File: src/rtl/button_debounce.sv
// Push-button conditioner: 2-flop synchronizer, 4-state debounce FSM, press/release strobes.
// Define BTN_LONG_PRESS_EN to compile in the hold counter and long_press_pulse; otherwise it is tied 0.
module button_debounce #(
  parameter int unsigned DEBOUNCE_CYCLES   = 2000000,
  parameter int unsigned LONG_PRESS_CYCLES = 200000000
) (
  input  logic clk,
  input  logic rst,
  input  logic btn_in,
  output logic btn_level,
  output logic press_pulse,
  output logic release_pulse,
  output logic long_press_pulse
);

  localparam logic [31:0] DEB_LAST = 32'(DEBOUNCE_CYCLES - 1);

  if (DEBOUNCE_CYCLES < 2 || LONG_PRESS_CYCLES < 2) begin : g_bad_params
    $error("button_debounce: DEBOUNCE_CYCLES and LONG_PRESS_CYCLES must be >= 2");
  end

  typedef enum logic [1:0] {
    RELEASED,
    PRESS_WAIT,
    PRESSED,
    RELEASE_WAIT
  } state_t;

  state_t      state;
  state_t      state_next;
  logic        sync_meta;
  logic        btn_sync;
  logic [31:0] deb_cnt;
  logic [31:0] deb_cnt_next;
  logic        level_next;
  logic        press_next;
  logic        release_next;

`ifdef BTN_LONG_PRESS_EN
  localparam logic [31:0] HOLD_LAST = 32'(LONG_PRESS_CYCLES - 1);

  logic [31:0] hold_cnt;
  logic [31:0] hold_cnt_next;
  logic        long_done;
  logic        long_done_next;
  logic        long_next;
`endif

  // Only btn_sync, the second stage, is allowed to reach the FSM.
  always_ff @(posedge clk) begin
    if (rst) begin
      sync_meta <= 1'b0;
      btn_sync  <= 1'b0;
    end else begin
      sync_meta <= btn_in;
      btn_sync  <= sync_meta;
    end
  end

  always_ff @(posedge clk) begin
    if (rst) begin
      state         <= RELEASED;
      deb_cnt       <= '0;
      btn_level     <= 1'b0;
      press_pulse   <= 1'b0;
      release_pulse <= 1'b0;
    end else begin
      state         <= state_next;
      deb_cnt       <= deb_cnt_next;
      btn_level     <= level_next;
      press_pulse   <= press_next;
      release_pulse <= release_next;
    end
  end

`ifdef BTN_LONG_PRESS_EN
  always_ff @(posedge clk) begin
    if (rst) begin
      hold_cnt         <= '0;
      long_done        <= 1'b0;
      long_press_pulse <= 1'b0;
    end else begin
      hold_cnt         <= hold_cnt_next;
      long_done        <= long_done_next;
      long_press_pulse <= long_next;
    end
  end
`else
  assign long_press_pulse = 1'b0;
`endif

  always_comb begin
    state_next   = state;
    deb_cnt_next = deb_cnt;
    level_next   = btn_level;
    press_next   = 1'b0;
    release_next = 1'b0;
`ifdef BTN_LONG_PRESS_EN
    hold_cnt_next  = hold_cnt;
    long_done_next = long_done;
    long_next      = 1'b0;
`endif

    case (state)
      RELEASED: begin
        if (btn_sync) begin
          state_next   = PRESS_WAIT;
          deb_cnt_next = '0;
        end
      end

      PRESS_WAIT: begin
        if (!btn_sync) begin
          state_next = RELEASED;
        end else if (deb_cnt == DEB_LAST) begin
          state_next = PRESSED;
          level_next = 1'b1;
          press_next = 1'b1;
`ifdef BTN_LONG_PRESS_EN
          hold_cnt_next  = '0;
          long_done_next = 1'b0;
`endif
        end else begin
          deb_cnt_next = deb_cnt + 32'd1;
        end
      end

      PRESSED: begin
        if (!btn_sync) begin
          state_next   = RELEASE_WAIT;
          deb_cnt_next = '0;
        end else begin
`ifdef BTN_LONG_PRESS_EN
          // The counter parks at its last value; the fired flag keeps the strobe to one per press.
          if (hold_cnt != HOLD_LAST) begin
            hold_cnt_next = hold_cnt + 32'd1;
          end else if (!long_done) begin
            long_next      = 1'b1;
            long_done_next = 1'b1;
          end
`endif
        end
      end

      RELEASE_WAIT: begin
        if (btn_sync) begin
          state_next = PRESSED;
        end else if (deb_cnt == DEB_LAST) begin
          state_next   = RELEASED;
          level_next   = 1'b0;
          release_next = 1'b1;
        end else begin
          deb_cnt_next = deb_cnt + 32'd1;
        end
      end

      default: begin
        state_next = RELEASED;
      end
    endcase
  end

endmodule

File: config.mk
export PLATFORM = sky130hd
export DESIGN_NAME = button_debounce
export DESIGN_NICKNAME = d
export VERILOG_FILES = /design/src/rtl/button_debounce.sv
export SDC_FILE = /design/constraint.sdc
export NUM_CORES = 1
export LEC_CHECK = 0
export CAP_MARGIN = 40
export CORE_UTILIZATION = 65
export CTS_CLUSTER_SIZE = 14
export DETAILED_ROUTE_END_ITERATION = 10
export GPL_TIMING_DRIVEN = 0
export PLACE_DENSITY = 0.84
export SYNTH_ARGS = -nofsm -noshare
export SYNTH_HDL_FRONTEND = slang
export SYNTH_SLANG_ARGS = --single-unit
File: constraint.sdc
create_clock -name clk -period 5.1 [get_ports clk]
set_clock_uncertainty 0.2 [all_clocks]
set_input_delay 0.765 -clock clk [delete_from_list [all_inputs] [get_ports clk]]
set_output_delay 0.765 -clock clk [all_outputs]
set_load 0.005 [all_outputs]
; Yosys cells after proc, flatten, opt, wreduce, memory -nomap -nowiden
; Index checks and enable logic that the tools add are counted.
[op_classes]
n_mux = 19
reduce_logical = 7
eq_ne = 12
bitwise_logic = 3
add_sub_neg = 1
[op_table]
columns = operator, n
row1 = 32-bit two-way mux, 5
row2 = 32-bit case mux with 4 select lines, 1
row3 = "32-bit by 1-bit adder with 32-bit output, second input constant", 1
row4 = "32-bit by 21-bit == test with 1-bit output, second input constant", 1
row5 = 2-bit two-way mux, 6
row6 = "2-bit inequality test, second input constant", 6
row7 = 2-bit case mux with 4 select lines, 1
row8 = 4-bit AND reduction, 2
row9 = "3-bit inequality test, second input constant", 2
row10 = 3-bit OR reduction, 2
row11 = 1-bit two-way mux, 5
row12 = 5-bit AND reduction, 1
row13 = "2-bit == test, second input constant", 2
row14 = 1-bit inverter, 3
row15 = "2-bit by 1-bit == test with 1-bit output, second input constant", 1
row16 = 2-bit logical NOT, 1
row17 = 1-bit case mux with 2 select lines, 1
row18 = 2-bit nonzero test, 1
[totals]
register_bits = 39
wordCells = 49
out_inout_bits = 4

; Longest topological paths before layout
; Gate-level depths: netlist (run 1).
[depth]
ltp_word = 4
mapped_depth = 9
ltp_nobuf = 6

; Worst setup path after synthesis (run 1)
; No wires, ideal clock.
[synth_timing]
path_type = register -> register
startpoint = register deb_cnt[0]
endpoint = register deb_cnt[23]
synth_period_minus_slack_ns = 2.124
t_required_ns = 4.832
setup_ns = 0.068
path_slack_ns = 2.976
n_path_buf = 3
path_stages_with_launch = 10
arrival_time_ns = 1.856
path_cell_list = dfxtp_1 -> ha_1 -> and3_1 -> clkbuf_1 -> nand2_1 -> nor4_4 -> buf_6 -> buf_8 -> o21ai_1 -> a21oi_2
[synth_via]
elab_chain_cells = 4
elab_cells_between_ends = 6
cone_classes = 1 x add/sub / 1 x eq/ne / 4 x mux
[synth_rtl]
columns = element, line_no
row1 = "start, declared", 33  ; logic [31:0] deb_cnt;
row2 = "start signal, assigned", 69  ; deb_cnt <= deb_cnt_next;
row3 = 32-bit by 1-bit adder with 32-bit output / 32-bit by 21-bit == test with 1-bit output (equally long branches), n/a
row4 = 32-bit two-way mux *, "115, 148"
row5 = 32-bit two-way mux (on tied branches), "146, 113"
row6 = 32-bit case mux with 4 select lines *, 104  ; case (state)
; Every way passes the cells marked *; elsewhere a longest branch is shown, timed or not. The select of a mux whose other input is x is not followed.
; A chain may end at the register's enable or synchronous reset.

; Worst setup path in the final report (run 1)
[layout_timing]
startpoint = register deb_cnt[0]
endpoint = register deb_cnt[18]
; The elaborated chain is that of the path after synthesis.

==> results of run 1 <==
[path summary, 6_finish.rpt]
kind / start / to / depth (start not counted)
setup / recovery: deb_cnt[0]$_SDFFE_PP0P_ / deb_cnt[18]$_SDFFE_PP0P_ / 9
hold / removal: sync_meta$_SDFF_PP0_ / btn_sync$_SDFF_PP0_ / 1
setup reg to reg: deb_cnt[0]$_SDFFE_PP0P_ / deb_cnt[18]$_SDFFE_PP0P_ / 9
hold reg to reg: sync_meta$_SDFF_PP0_ / btn_sync$_SDFF_PP0_ / 1
[through the flow]
| step | cell area (sq um) | hold WS (ps) | total power [mW] |
|---|---|---|---|
| 2_1_floorplan | 2050 | 214 | 0.327 |
| 4_1_cts | 2220 | 267 | 0.513 |
| 3_5_place_dp | 2150 | 240 | 0.335 |
| 6_report | 2220 | 268 | 0.515 |
| 3_3_place_gp | 2150 | 228 | 0.335 |
| 5_1_grt | 2220 | 278 | 0.528 |
[sequential cells by signal, summed over array words and instances (netlist names), named ones only]
signal,flops
btn_level,1
press_pulse,1
btn_sync,1
sync_meta,1
deb_cnt,32
state,1
release_pulse,1
[Yosys cell counts (all sizes together), types with 4 or more instances]
cell	number
a21oi	21
xor2	8
or4	11
buf	10
nor4	8
o21ai	15
nand3	11
nor2	14
nand4	19
dfxtp	39
o31ai	6
or3	13
clkbuf	5
and4	7
and3	4
nand2	18
[cell type report]
cell class	instances	area, sq um	share of cell area [%]
repair buffers	5	50.0	2.26
clock buffers	8	68.8	3.10
flip-flops and latches	39	781	35.2
multi-input cells	181	1160	52.1
well taps	42	52.6	2.37
plain buffers	15	97.6	4.40
inverters	3	11.3	0.508
[worst reg2reg max path, stage by stage (launching register included)]
cell	delay, ps
dfxtp_1	420
ha_1	190
and3_1	160
clkbuf_1	270
nand2_1	210
nor4_4	560
buf_6	220
buf_6	150
o31ai_1	90
a21oi_1	150
[power by group through the flow]
| stage | Clock [mW] | Combinational, mW | Sequential [mW] |
|---|---|---|---|
| 2_1_floorplan | 0 | 0.0124 | 0.315 |
| 3_3_place_gp | 0 | 0.0199 | 0.315 |
| 3_5_place_dp | 0 | 0.0203 | 0.315 |
| 4_1_cts | 0.185 | 0.0203 | 0.308 |
| 5_1_grt | 0.197 | 0.0225 | 0.308 |
| 6_report | 0.186 | 0.0209 | 0.308 |
[metal layers]
metal | GRT usage [%] | part of all wire (%) | up-vias
met3 | 8.48 | 8.6 | 17
li1 | - | - | 924
met4 | 15.6 | 2.3 | 0
met2 | 51.7 | 48 | 107
met1 | 42.3 | 41 | 921
met5 | 0 | 0 | -
[logic make-up after synthesis]
family	after synthesis	share of synthesized area (%)
XOR/XNOR	10	5.02
flip-flops	39	38.2
buffers and inverters	18	5.32
other	1	0.183
AO/OA/AOI/OAI	47	14.3
AND/OR/NAND/NOR	120	35.5
adder cells (fa/ha/maj)	1	0.612
multiplexers	2	0.979
==> results by group, run 1 <==
Die
  • Die Area: about 3400 sq um
  • Die Ht: 58.1 um
  • IO Pins: 7
  • Starting Density: a little under three quarters
  • # rows: 19
  • Die Span X: about 58 um
  • Total core area: around 2900 sq um

Power
  • Max VDD drop: just under 0.2 mV
  • Reg power frac: between 50% and 60%
  • Power per Cell Area: approximately 230 nW/um^2
  • Cell Int Power: a little under 0.4 mW
  • Switching Fraction: around a quarter
  • Power share of the clock group: between 30 and 40%
  • Leak pwr: between 0.6 and 0.7 nW
  • Comb power frac: 4.1%
  • NetSw: 0.121 mW

Logic synthesis
  • Top cells by area, synth: dfxtp_1 (38%), nand4_1 (5.8%), or4_1 (4.0%)
  • Cell area after synthesis: 2050 sq um
  • Yosys cell types: 45
  • Post-Synthesis Cells: about 240
  • Post-synth EDFFs: 0
  • Area share of the largest cell type after synthesis: between 30% and 40%
  • Yosys warning total: 0
  • Sequential area share after synthesis: 38.2%
  • Post-Syn Area per Cell: ~8.6 sq um
  • Syn_nets: between 200 and 250
  • Asr flop ratio synth: 0%
  • #FFs+latches synth: 39
  • Synth Flop Type: dfxtp_1
  • Cell taking the most area after synthesis: dfxtp_1

CTS
  • Clock Tree Buf Depth: 2
  • Clock latency on the worst-skew pair: 350 ps
  • Clock-pin slew on the worst setup and hold paths: roughly 120 ps
  • TritonCTS Sinks: 39
  • Hold buffer count at CTS: 0
  • Post-CTS sizing: 0
  • CTS buffer count: 5
  • CTS Root Cell: clkbuf_4
  • Number of setup buffers added after CTS: 0
  • CTS tree: yes
  • H-tree depth: 2

Critical path
  • Critical path's slowest cell: nor4_4
  • CP Cell Sequence: ha_1, and3_1, clkbuf_1, nand2_1, nor4_4, buf_6, buf_6, o31ai_1, a21oi_1
  • Critical path's top delay family: simple AND/OR/NAND/NOR gates
  • R2R setup slack: between 2000 and 2500 ps
  • Crit path capture type: flip-flop
  • CP most frequent cell: buf_6
  • CP required: 5190 ps
  • Crit start category: flip-flop
  • Crit path max fanout: 10
  • Crit Path Category: flip-flop to flip-flop
  • CP max stage delay: 560 ps
  • Worst Path Arrival: 2770 ps
  • Crit path buf inv count: 3

Detailed routing
  • Iter 0 DRT Violations: 169
  • Vias post-DR: about 2000
  • Per-cell routed wire length: around 17 um
  • Total wire length: 5040 um
  • Pre-Repair DR Iteration Count: 7
  • DRC Markers: 0
  • Via density: between 6 and 7
  • Detail Route Antenna Nets: 0

Global routing
  • Pin count of the biggest net entering global routing: 12
  • First-pass GRT wire length: around 8400 um
  • Total grt overflow: 0
  • Initial antenna violation count: 0
  • GRT Util Overall: between 30% and 40%
  • Vias in the first global route: roughly 1900

Timing
  • Final worst slack: around 2400 ps
  • Period minus WS final: ~2700 ps
  • Final Slew Violations: 0
  • Setup TNS: 0 ps
  • Max Freq: about 370 MHz
  • Final setup vio count: 0
  • Unrepaired setup endpoints after global routing: false
  • Final period util: between 50% and 60%
  • Worst Tran Pin Value: slightly below 600 ps
  • Final Hold Viols: 0
  • Slew headroom: approximately three fifths

Finish
  • Fillers: approximately 220
  • Most frequent cells in the layout: dfxtp_1 (39), nand4_1 (19), nand2_1 (17), a21oi_1 (16), nor2_1 (14)
  • # diodes: 0
  • Final Instance Count excl. Fillers: roughly 290
  • Utilization after layout: between 70% and 80%
  • Nets: around 250
  • Most common cell after layout, fill and taps aside: dfxtp_1
  • P&R area growth vs syn: 8.38%
  • Share of layout cells above drive strength 1: around 12%

Placement
  • IO buf count: 5
  • HPWL after detailed placement: 3530 um
  • # placed instances: around 290
  • Final GP Congestion: 0.861
  • DP Worst Slack: between 2000 and 2500 ps

Min path
  • Type of the most critical hold path: flip-flop to flip-flop

Flow run
  • Max-Cap Viols: 0

Status
  • Status: finished, final reports clean
(Power assumes the default switching activity.)
==> inputs of run 2 (changes only) <==
CORE_UTILIZATION = 54   (was 65)
PLACE_DENSITY = 0.74   (was 0.84)
clock period = 2.2 ns   (was 5.1 ns; I/O delays follow)
==> run 2 against run 1 <==
Compared with the run above: setup slack got worse by 2400 ps; cell area rose by 14%; critical path depth shrank 2.
==> results by group, run 2 (synthesized netlist as in run 1, its figures left out) <==
CTS
  • Hold buffer count at CTS: 0 (unchanged)
  • CTS Root Cell: clkbuf_8
  • CTS buffer count: 5 (unchanged)
  • Clock Tree Buf Depth: 2 (unchanged)
  • TritonCTS Sinks: 39 (unchanged)
  • Clock-pin slew on the worst setup and hold paths: 80 ps (-40 ps)
  • H-tree depth: 2 (unchanged)
  • Clock latency on the worst-skew pair: 300 ps (-50 ps)
  • CTS tree: yes

Global routing
  • Initial antenna violation count: 0 (unchanged)
  • First-pass GRT wire length: 8560 um (+2.3%)
  • Vias in the first global route: 1734 (-7.2%)
  • Total grt overflow: 0 (unchanged)
  • GRT Util Overall: 27.4% (-5.5 points)
  • Pin count of the biggest net entering global routing: 13 (+1)

Detailed routing
  • DRC Markers: 0 (unchanged)
  • Detail Route Antenna Nets: 0 (unchanged)
  • Pre-Repair DR Iteration Count: 4 (-3)
  • Per-cell routed wire length: 17.6 um (+2.5%)
  • Vias post-DR: 1976 (+0.36%)
  • Via density: 6.46 (-3.9%)
  • Iter 0 DRT Violations: 150 (-11%)
  • Total wire length: 5400 um (+7.0%)

Finish
  • Fillers: 264 (+21%)
  • Most frequent cells in the layout: dfxtp_1 (29), nand4_1 (19), nand2_1 (15), nor2_1 (14)
  • P&R area growth vs syn: 23.3%
  • Nets: 263 (+3.5%)
  • Share of layout cells above drive strength 1: 30.0% (+18 points)
  • Largest Register: deb_cnt
  • Most common cell after layout, fill and taps aside: dfxtp_1
  • # diodes: 0 (unchanged)
  • Max reg flops: 32 (unchanged)
  • Utilization after layout: 72.7% (-4.3 points)

Timing
  • Setup TNS: 0 ps (unchanged)
  • Max Freq: 460 MHz (+23%)
  • Unrepaired setup endpoints after global routing: true
  • Period minus WS final: 2170 ps (-510 ps)
  • Final period util: 98.8% (+46 points)
  • Final Hold Viols: 0 (unchanged)
  • Worst Tran Pin Value: 526 ps (-65.6 ps)
  • Final Slew Violations: 0 (unchanged)
  • Final setup vio count: 0 (unchanged)
  • Slew headroom: 64.8% (+4.5 points)
  • Hold slack final: 243 ps (-24.9 ps)

Placement
  • HPWL after detailed placement: 3260 um (-7.7%)
  • IO buf count: 5 (unchanged)
  • Final GP Congestion: 0.798 (-7.3%)

Critical path
  • Crit Path Category: flip-flop to flip-flop
  • Crit path capture type: flip-flop
  • CP required: 2170 ps (-3020 ps)
  • Worst Path Arrival: 2150 ps (-620 ps)
  • Crit start category: flip-flop
  • Crit path max fanout: 6 (-4)

Die
  • # rows: 21 (+2)
  • Die Area: 4040 sq um (+20%)
  • Starting Density: 59.0% (-12 points)
  • Total core area: 3470 sq um (+21%)
  • IO Pins: 7 (unchanged)
  • Die Ht: 63.6 um (+9.4%)
  • Die Span X: 63.6 um (+9.4%)

Min path
  • Type of the most critical hold path: flip-flop to flip-flop

Power
  • Power, Total: 1.31 mW (+150%)
  • Max VDD drop: 0.379 mV (+97%)
  • Power per Cell Area: 521 nW/um^2 (+120%)
  • Leak pwr: 0.828 nW (+19%)

Flow run
  • Max-Cap Viols: 0 (unchanged)

Status
  • Status: finished, final reports clean
[run 2: changes by cell type in the layout (fill, tap and decap cells not counted), sizes merged]
cell | previous run | this run
clkbuf | 13 | 9
clkinvlp | 0 | 1
buf | 10 | 22
[run 2: power breakdown]
group | leakage (nW) | internal, mW | switching, mW
sequential | 0.320 | 0.707 | 0.00483
combinational | 0.458 | 0.0180 | 0.0331
clock | 0.0505 | 0.285 | 0.265
[run 2: per-stage QoR]
step | cell area [sq um] | instances | setup slack [ps]
2_1_floorplan | 2050 | 238 | 75.6
3_3_place_gp | 2150 | 289 | -441
3_5_place_dp | 2150 | 289 | -430
4_1_cts | 2350 | 302 | -9.76
5_1_grt | 2520 | 306 | -59.4
6_report | 2520 | 306 | 25.3
[run 2: area by class of cell]
type                    instances  area [sq um]  share of cell area [%]
multi-input cells             181          1290                    51.2
flip-flops and latches         39           798                    31.6
repair buffers                 18           169                    6.70
clock buffers                   7          96.3                    3.82
plain buffers                  11          91.3                    3.62
well taps                      46          57.6                    2.28
inverters                       3          11.3                   0.446
clock inverters                 1          7.51                   0.298
[run 2: path summary, 6_finish.rpt]
path	startpoint	endpoint	slack, ps	cells past startpoint
setup / recovery	deb_cnt[7]$_SDFFE_PP0P_	deb_cnt[13]$_SDFFE_PP0P_	30	7
hold / removal	sync_meta$_SDFF_PP0_	btn_sync$_SDFF_PP0_	240	1
setup reg to reg	deb_cnt[7]$_SDFFE_PP0P_	deb_cnt[13]$_SDFFE_PP0P_	30	7
hold reg to reg	sync_meta$_SDFF_PP0_	btn_sync$_SDFF_PP0_	240	1
[run 2: routing by layer]
metal  share of wire, %  wire [um]  GRT usage [%]
met1                 45       2420           37.3
met2                 46       2480           41.9
met3                8.1        437           7.07
met4                1.2         64           8.52
met5                  0          0              0
[run 2: critical path: stages, from the launching register on]
cell and delay [ps]:
dfxtp_4 370, nor4_4 280, nand4_1 270, nor4_4 450, buf_6 190, buf_6 130, or3_4 120, a21oi_2 40
[run 2: timing repair]
item | in CTS | in global routing
gates cloned | 1 | 1
pin swaps | 4 | 18
endpoints found under the setup margin | 34 | 36
resized for setup | 13 | 33
buffers inserted | 6 | 7
==> inputs of run 3 (changes only) <==
CORE_UTILIZATION = 57   (was 54)
CTS_BUF_LIST = sky130_fd_sc_hd__clkbuf_8   (was unset)
CTS_CLUSTER_SIZE = 24   (was 14)
PLACE_DENSITY = 0.78   (was 0.74)
==> run 3 against run 2 <==
Compared with the run above: the run now ends with negative setup slack left; sequential share of layout area grew 0.32 points; hold slack gained 11 ps; power decreased by 5.6%; sequential power about the same.
==> results by group, run 3 (synthesized netlist as in run 1, its figures left out) <==
Status
  • Status: finished with violations
  • Failing checks: negative setup slack

CTS
  • H-tree depth: 2 (unchanged)
  • CTS buffer count: 5 (unchanged)
  • CTS tree: yes
  • Clock latency on the worst-skew pair: 300 ps (about the same)
  • CTS Root Cell: clkbuf_8
  • Clock-pin slew on the worst setup and hold paths: 80 ps (about the same)
  • Clock Tree Buf Depth: 2 (unchanged)
  • TritonCTS Sinks: 39 (unchanged)

Power
  • Power, Total: 1.24 mW (-5.6%)
  • Cell Int Power: 0.942 mW (-6.8%)
  • NetSw: 0.298 mW (-1.7%)
  • Leak pwr: 0.835 nW (+0.83%)
  • Power per Cell Area: 495 nW/um^2 (-4.9%)
  • Max VDD drop: 0.522 mV (+38%)
  • Switching Fraction: 24.1% (+0.95 points)
  • Power share of the clock group: 38.4% (-3.5 points)
  • Comb power frac: 4.3% (+0.4 points)
  • Reg power frac: 57.2% (+3.0 points)

Critical path
  • Crit path max fanout: 7 (+1)
  • CP Cell Sequence: nor4b_4, nand4_1, buf_4, or4_1, nand2_1, a21oi_2
  • Worst Path Arrival: 2180 ps (+30 ps)
  • Crit start category: flip-flop
  • Crit Path Category: flip-flop to flip-flop
  • CP required: 2170 ps (about the same)
  • R2R setup slack: -10 ps (-40 ps)
  • Critical Path Start: deb_cnt[12]$_SDFFE_PP0P_
  • Worst reg2reg path startpoint: deb_cnt[12]$_SDFFE_PP0P_
  • CP max stage delay: 540 ps (+90 ps)
  • Critical path's slowest cell: or4_1
  • Crit path capture type: flip-flop

Finish
  • Nets: 266 (+1.1%)
  • Most common cell after layout, fill and taps aside: dfxtp_1
  • Max reg flops: 32 (unchanged)
  • P&R area growth vs syn: 22.4%
  • # diodes: 0 (unchanged)
  • Most frequent cells in the layout: dfxtp_1 (31), nand4_1 (19), nand2_1 (15), buf_4 (15), a21oi_1 (15)
  • Share of layout cells above drive strength 1: 27.4% (-2.6 points)
  • Largest Register: deb_cnt
  • Fin area: 2500 sq um (-0.69%)

Timing
  • Final setup vio count: 2 (+2)
  • Period minus WS final: 2210 ps (+37.0 ps)
  • Final Slew Violations: 0 (unchanged)
  • Final period util: 101% (+1.7 points)
  • Max Freq: 452 MHz (-1.7%)
  • Final Hold Viols: 0 (unchanged)
  • Unrepaired setup endpoints after global routing: true
  • Final worst slack: -11.6 ps (-37.0 ps)

Placement
  • Final GP Congestion: 0.819 (+2.7%)
  • DP Worst Slack: -448 ps (-18.0 ps)
  • Placed Area: 2150 sq um (unchanged)
  • HPWL after detailed placement: 3310 um (+1.5%)
  • IO buf count: 5 (unchanged)

Die
  • Starting Density: 60.4% (+1.4 points)
  • Total core area: 3390 sq um (-2.3%)
  • # rows: 21 (unchanged)
  • Die Ht: 61.9 um (-2.6%)
  • Die Area: 3830 sq um (-5.1%)
  • Die Span X: 61.9 um (-2.6%)
  • IO Pins: 7 (unchanged)

Detailed routing
  • Met2 routed WL: 2790 um (+13%)
  • Iter 0 DRT Violations: 161 (+7.3%)
  • Via density: 6.41 (-0.67%)
  • Top Layer Used: met4
  • M1 WL: 2440 um (+1.2%)
  • Per-cell routed wire length: 18.4 um (+4.6%)
  • Met3 WL post-DR: 347 um (-21%)
  • Total wire length: 5700 um (+5.7%)
  • DRC Markers: 0 (unchanged)
  • Detail Route Antenna Nets: 0 (unchanged)
  • Pre-Repair DR Iteration Count: 4 (unchanged)
  • Vias post-DR: 1982 (+0.30%)

Global routing
  • Total grt overflow: 0 (unchanged)
  • Pin count of the biggest net entering global routing: 13 (unchanged)
  • First-pass GRT wire length: 7890 um (-7.7%)
  • Vias in the first global route: 1648 (-5.0%)
  • GRT Util Overall: 29.4% (+2.1 points)
  • Initial antenna violation count: 0 (unchanged)

Min path
  • Type of the most critical hold path: flip-flop to flip-flop
  • Hold path startpoint: sync_meta$_SDFF_PP0_

Flow run
  • Max-Cap Viols: 0 (unchanged)
-- run 3: critical path, delay by kind of cell (launching register included) --
family,cells,cell delay [ps]
flip-flops,1,380
buffers and inverters,1,210
AND/OR/NAND/NOR,4,1220
AO/OA/AOI/OAI,1,50
-- run 3: final cells by class --
| type | count | area (sq um) |
|---|---|---|
| Clock buffer | 5 | 68.8 |
| Timing Repair Buffer | 20 | 178 |
| Fill cell | 240 | 885 |
| Multi-Input combinational cell | 181 | 1270 |
| Tap cell | 46 | 57.6 |
| Inverter | 3 | 11.3 |
| Sequential cell | 39 | 801 |
| Clock inverter | 3 | 16.3 |
| Buffer | 12 | 98.8 |
-- run 3: power by group through the flow --
stage	Clock [mW]	Sequential [mW]	Combinational [mW]
final	0.477	0.710	0.0535
after floorplan	0	0.729	0.0288
after global routing	0.508	0.710	0.0565
after global placement	0	0.730	0.0471
after detailed placement	0	0.730	0.0476
after CTS	0.480	0.712	0.0486
-- run 3: metal layers --
| metal | GRT usage, % | vias up |
|---|---|---|
| met2 | 49.8 | 71 |
| met3 | 6.83 | 10 |
| met4 | 9.84 | 0 |
| met5 | 0 | - |
| met1 | 37.0 | 958 |
| li1 | - | 943 |
-- run 3: stage by stage --
stage / TNS [ps] / hold slack, ps / std cells / util (%)
final: -12.3 / 254 / 309 / 73.9
after global placement: -9310 / 238 / 289 / 63.5
after floorplan: 0 / 214 / 238 / -
after detailed placement: -10130 / 241 / 289 / 63.5
after CTS: -75.0 / 261 / 302 / 68.5
after global routing: -77.9 / 270 / 309 / 73.9
-- run 3: what timing repair did --
item	4_1_cts	5_1_grt
cloned	1	1
resized for setup	15	27
endpoints found under the setup margin	27	36
pin swaps	4	12
buffers inserted	6	7
hold buffers	0	0
-- run 3: path summary, 6_finish.rpt --
| path | end | depth (start not counted) |
|---|---|---|
| setup / recovery | flip-flop | 6 |
| setup reg to reg | flip-flop | 6 |
| hold / removal | btn_sync$_SDFF_PP0_ | 1 |
| hold reg to reg | btn_sync$_SDFF_PP0_ | 1 |
